--- config.mk ---
export PLATFORM = sky130hd
export DESIGN_NAME = fft_job_arbiter
export DESIGN_NICKNAME = d
export VERILOG_FILES = /design/src/rtl/fft_job_arbiter.sv
export SDC_FILE = /design/constraint.sdc
export NUM_CORES = 1
export LEC_CHECK = 0
export BUFFER_PORTS_ARGS = -buffer_cell sky130_fd_sc_hd__buf_2
export CORE_ASPECT_RATIO = 2
export CORE_UTILIZATION = 60
export CTS_CLUSTER_DIAMETER = 120
export DETAILED_ROUTE_END_ITERATION = 16
export PLACE_DENSITY = 0.84
export SLEW_MARGIN = 30
export SYNTH_ARGS = -nofsm -noshare
export SYNTH_HDL_FRONTEND = slang
export SYNTH_SLANG_ARGS = --single-unit
--- constraint.sdc ---
create_clock -name clk_i -period 4.15 [get_ports clk_i]
set_input_delay 1.245 -clock clk_i [delete_from_list [all_inputs] [get_ports clk_i]]
set_output_delay 1.245 -clock clk_i [all_outputs]
set_load 0.02 [all_outputs]
--- src/rtl/fft_job_arbiter.sv ---
// -----------------------------------------------------------------------------
// fft_job_arbiter
//
// Arbitrates two requesters for a single in-place FFT core and sequences
// each job. The core is reset first, which clears its sticky done flag.
// The core is then started, and completion is watched under a watchdog.
// The block returns a per-requester ack or err pulse plus the job's RUN
// cycle count.
//
// Ports:
//   clk_i          - single clock, rising edge
//   reset_i        - synchronous active-high reset
//   req_i[1:0]     - level requests, bit i = requester i
//   grant_o[1:0]   - one-hot grant, high from CLR through end of RUN/ABORT
//   sel_o          - index of current/last granted requester
//   ack_o[1:0]     - one-cycle completion pulse on ack_o[sel_o]
//   err_o[1:0]     - one-cycle timeout pulse on err_o[sel_o]
//   busy_o         - high whenever the sequencer is not IDLE
//   fft_reset_o    - core synchronous reset (top level ORs with reset)
//   fft_start_o    - core start pulse
//   fft_done_i     - core done, level, sticky until core reset
//   last_cycles_o  - RUN cycle count of the last successfully completed job
// -----------------------------------------------------------------------------
module fft_job_arbiter #(
    parameter int TIMEOUT = 16384,
    parameter int CNT_W   = 15
) (
    input  logic             clk_i,
    input  logic             reset_i,
    input  logic [1:0]       req_i,
    output logic [1:0]       grant_o,
    output logic             sel_o,
    output logic [1:0]       ack_o,
    output logic [1:0]       err_o,
    output logic             busy_o,
    output logic             fft_reset_o,
    output logic             fft_start_o,
    input  logic             fft_done_i,
    output logic [CNT_W-1:0] last_cycles_o
);

    typedef enum logic [2:0] {
        ST_IDLE  = 3'd0,
        ST_CLR   = 3'd1,
        ST_START = 3'd2,
        ST_RUN   = 3'd3,
        ST_ABORT = 3'd4
    } state_e;

    localparam logic [CNT_W-1:0] TIMEOUT_LAST = CNT_W'(TIMEOUT - 1);

    state_e            state_q, state_d;
    logic              rr_q, rr_d;
    logic [1:0]        grant_q, grant_d;
    logic              sel_q, sel_d;
    logic [1:0]        ack_q, ack_d;
    logic [1:0]        err_q, err_d;
    logic              busy_q, busy_d;
    logic              fft_reset_q, fft_reset_d;
    logic              fft_start_q, fft_start_d;
    logic [CNT_W-1:0]  cnt_q, cnt_d;
    logic [CNT_W-1:0]  last_q, last_d;
    logic              winner_s;
    logic [1:0]        sel_onehot_s;

    // The round-robin pointer wins when it is requesting; otherwise the other requester wins.
    assign winner_s     = req_i[rr_q] ? rr_q : ~rr_q;
    assign sel_onehot_s = sel_q ? 2'b10 : 2'b01;

    // Next-state and registered-output decode for the job sequencer.
    always_comb begin
        state_d     = state_q;
        rr_d        = rr_q;
        grant_d     = grant_q;
        sel_d       = sel_q;
        ack_d       = 2'b00;
        err_d       = 2'b00;
        fft_reset_d = 1'b0;
        fft_start_d = 1'b0;
        cnt_d       = cnt_q;
        last_d      = last_q;

        case (state_q)
            ST_IDLE: begin
                if (req_i != 2'b00) begin
                    sel_d       = winner_s;
                    grant_d     = winner_s ? 2'b10 : 2'b01;
                    // Resetting the core on CLR entry clears any stale done.
                    fft_reset_d = 1'b1;
                    state_d     = ST_CLR;
                end else begin
                    state_d = ST_IDLE;
                end
            end
            ST_CLR: begin
                fft_start_d = 1'b1;
                state_d     = ST_START;
            end
            ST_START: begin
                cnt_d   = {CNT_W{1'b0}};
                state_d = ST_RUN;
            end
            ST_RUN: begin
                cnt_d = cnt_q + {{(CNT_W-1){1'b0}}, 1'b1};
                // When done and the timeout coincide, the job still counts as completed.
                if (fft_done_i) begin
                    last_d  = cnt_q + {{(CNT_W-1){1'b0}}, 1'b1};
                    ack_d   = sel_onehot_s;
                    grant_d = 2'b00;
                    rr_d    = ~sel_q;
                    state_d = ST_IDLE;
                end else if (cnt_q == TIMEOUT_LAST) begin
                    err_d       = sel_onehot_s;
                    fft_reset_d = 1'b1;
                    state_d     = ST_ABORT;
                end else begin
                    state_d = ST_RUN;
                end
            end
            ST_ABORT: begin
                grant_d = 2'b00;
                rr_d    = ~sel_q;
                state_d = ST_IDLE;
            end
            default: begin
                grant_d = 2'b00;
                state_d = ST_IDLE;
            end
        endcase

        busy_d = (state_d != ST_IDLE);
    end

    // State and output registers; reset leaves the core held in reset for one more cycle.
    always_ff @(posedge clk_i) begin
        if (reset_i) begin
            state_q     <= ST_IDLE;
            rr_q        <= 1'b0;
            grant_q     <= 2'b00;
            sel_q       <= 1'b0;
            ack_q       <= 2'b00;
            err_q       <= 2'b00;
            busy_q      <= 1'b0;
            fft_reset_q <= 1'b1;
            fft_start_q <= 1'b0;
            cnt_q       <= {CNT_W{1'b0}};
            last_q      <= {CNT_W{1'b0}};
        end else begin
            state_q     <= state_d;
            rr_q        <= rr_d;
            grant_q     <= grant_d;
            sel_q       <= sel_d;
            ack_q       <= ack_d;
            err_q       <= err_d;
            busy_q      <= busy_d;
            fft_reset_q <= fft_reset_d;
            fft_start_q <= fft_start_d;
            cnt_q       <= cnt_d;
            last_q      <= last_d;
        end
    end

    assign grant_o       = grant_q;
    assign sel_o         = sel_q;
    assign ack_o         = ack_q;
    assign err_o         = err_q;
    assign busy_o        = busy_q;
    assign fft_reset_o   = fft_reset_q;
    assign fft_start_o   = fft_start_q;
    assign last_cycles_o = last_q;

endmodule

==> results.json <==
{
  "min_period_over_period_pct": 52.8,
  "fin_util_pct": 69.4,
  "ys_top_cells_by_area": "dfxtp_1 (45%), a211oi_1 (5.7%), xor2_1 (5.3%)",
  "setup_viol": 0,
  "setup-tns-final_ps": 0,
  "status": "completed",
  "multi_input_area_sq_um": 1010,
  "die-width_um": 42.5,
  "register_area_sq_um": 881,
  "fin_cells": 277,
  "io_buffers": 29,
  "routed-wl-met2_um": 2200,
  "grt_setup_unrepaired": "false",
  "hold_buffers": 0,
  "ys_seq_area_share_pct": 44.8,
  "avgSynthCellArea_sq_um": 8.74,
  "finalNetCount": 251,
  "cp_cell_sequence": "nand3b_1 -> or4_1 -> nand3b_1",
  "crit_top_cell": "nand3b_1",
  "avgViaCountPerCell": 6.09,
  "grt_pass1_wl_um": 6960,
  "drt-met1-wl_um": 1590,
  "clock_latency_ps": 290,
  "design.portCount": 30,
  "hold_path.class": "flip-flop to flip-flop",
  "r2r-end": "fft_reset_o$_SDFF_PP1_",
  "reg2regPathDepth": 3,
  "fmax_mhz": 456,
  "die_area_sq_um": 3520,
  "finalPower_mw": 0.872,
  "startpoint_type": "flip-flop",
  "hold_depth": 2,
  "cts_buffer_depth": 2,
  "synth.top_cell.area_share_pct": 44.8,
  "cts.clk_slew.worst_paths_ps": 80,
  "ys_types": 38,
  "period_needed_ps": 2190,
  "powerDensity_nw_per_um2": 398,
  "synth_area_sq_um": 1970,
  "synth_top_cell_by_area": "dfxtp_1",
  "die_h_um": 82.9,
  "wl_per_cell_um": 14.6,
  "p_leak_nw": 0.825,
  "vias": 1687,
  "rrSetupSlack_ps": 1960,
  "crit_slowest_cell": "dfxtp_1",
  "min_to": "last_cycles_o[11]$_SDFFE_PP0P_",
  "min_from": "last_cycles_o[11]$_SDFFE_PP0P_",
  "end_kind": "flip-flop",
  "finalHoldViolations": 0,
  "cts_tree": "yes",
  "top_layer_used": "met4",
  "slew_headroom_pct": 50.4,
  "dr.pass1.iters": 4,
  "diodes": 0,
  "worstSetupPathType": "flip-flop to flip-flop",
  "clock-sinks": 44,
  "slew_violations": 0,
  "arrival_ps": 2430,
  "drt_wl_total_um": 4060,
  "crit_buf_inv": 0,
  "rr_startpoint": "state_q[0]$_SDFF_PP0_",
  "worst_pin_slew_ps": 744,
  "start_util_pct": 62.3,
  "post_cts_buffers": 0,
  "cpPeakStageDelay_ps": 800,
  "synthToLayoutAreaGrowth_pct": 11.5,
  "cap_violations": 0,
  "htreeDepth": 2,
  "cts_resized": 0,
  "worstPathRequired_ps": 4390,
  "fill_cells": 267,
  "grt_overflow": 0,
  "ys_seq_elements": 44,
  "grt_antenna_before_repair": 0,
  "finClkSkew_ps": 4.98,
  "place.gp.congestion": 0.807,
  "path_delay_family": "simple AND/OR/NAND/NOR gates",
  "cts_buffers": 5,
  "ant_nets": 0,
  "syn-num-nets": 231,
  "yosys_warnings": 0,
  "ir_drop_mv": 0.400,
  "rows": 29,
  "layout-drive-gt1-share_pct": 17.5,
  "place_hpwl_um": 2790,
  "first_global_vias": 1599,
  "worstPathMaxFanout": 21,
  "syn_inst": 225,
  "placedCellCount": 269,
  "cts-root-buf": "clkbuf_8",
  "core_sq_um": 3160,
  "track_usage_pct": 25.2,
  "dr_wl_met3_um": 122,
  "first_iter_violations": 36,
  "grt_max_degree": 44,
  "drc_errors": 0
}
## logic make-up after synthesis
kind of cell	count (synthesis)	share of synthesized area (%)
and+or+nand+nor	96	27.1
AOI/OAI and AO/OA	50	16.2
DFF	44	44.8
buffers and inverters	18	3.95
xor gates and xnor gates	13	5.79
muxes	3	1.53
adders and majority gates	1	0.636
## cells in the final DEF (no fill, tap or decap), types with 2 or more instances in the layout
master	count
and4_1	4
mux2i_1	3
or3_1	9
nand4_2	2
a21o_1	2
o31ai_1	2
o21ai_0	5
a211oi_1	15
dfxtp_1	44
nand3b_1	3
nor4_1	3
nor3_1	3
nand4_1	3
nor2_1	26
buf_2	29
nand2_1	14
nand3_1	12
clkbuf_8	5
and3_1	3
a21oi_1	14
xor2_1	12
nand2b_1	4
a31oi_1	8
inv_1	2
and2_1	3
or4_1	2
## registers in the layout, summed over array words and instances (netlist names)
register	count
ack_o	2
busy_o	1
cnt_q	15
err_o	2
fft_reset_o	1
fft_start_o	1
grant_o	2
last_cycles_o	15
rr_q	1
sel_o	1
state_q	3
## worst max-delay path by stage
stage,start,end,cells after the start
after CTS,fft_done_i,rr_q$_SDFFE_PP0P_,5
after detailed placement,fft_done_i,rr_q$_SDFFE_PP0P_,5
final,state_q[0]$_SDFF_PP0_,fft_reset_o$_SDFF_PP1_,3
after floorplan,reset_i,cnt_q[0]$_SDFFE_PP0P_,4
after global routing,state_q[0]$_SDFF_PP0_,cnt_q[2]$_SDFFE_PP0P_,3
after global placement,fft_done_i,rr_q$_SDFFE_PP0P_,5
## synth_stat cells, drive strengths merged
master	count
nor3	3
inv	2
xor2	12
and4b	1
dfxtp	44
ha	1
a21boi	1
nand2	14
nor4	4
or3	9
a211oi	15
mux2i	3
nand4	5
and2	3
a31oi	8
xnor2	1
and3	3
nand2b	4
a2111oi	1
nand3	12
o31ai	2
o21ai	6
and4	5
nor2	26
o311ai	1
or3b	1
a21o	2
clkbuf	10
or4	2
nand3b	4
buf	6
a21oi	14
## power breakdown
| group | switching, mW | internal (mW) | total [mW] |
|---|---|---|---|
| combinational | 0.0625 | 0.0303 | 0.0928 |
| sequential | 0.0193 | 0.438 | 0.457 |
| clock | 0.144 | 0.178 | 0.322 |
## metrics by stage
| step | setup slack, ps | hold WS (ps) | cell area (sq um) |
|---|---|---|---|
| 3_5_place_dp | 1390 | 477 | 2080 |
| 4_1_cts | 1700 | 498 | 2190 |
| 3_3_place_gp | 1440 | 468 | 2080 |
| 6_report | 1960 | 495 | 2190 |
| 5_1_grt | 1800 | 523 | 2190 |
| 2_1_floorplan | 1980 | 479 | 1970 |
## area by class of cell
class / instances / area share [%]
clock buffers: 5 / 3.14
flip-flops and latches: 44 / 40.2
inverters: 2 / 0.342
repair buffers: 29 / 6.62
clock inverters: 3 / 1.94
multi-input cells: 163 / 46.0
well taps: 31 / 1.77
## metal layers
metal  track usage (%)  vias up
met3              4.13       12
met2              43.9       40
met1              27.2      775
met4              15.1        0
met5                 0        -
li1                  -      860
## tightest hold or removal path, delay by kind of cell (launching register included)
family          cells  cell delay [ps]
simple gates        1               90
compound gates      1               50
flops               1              310
No activity file was read; power rests on OpenSTA's default activity.
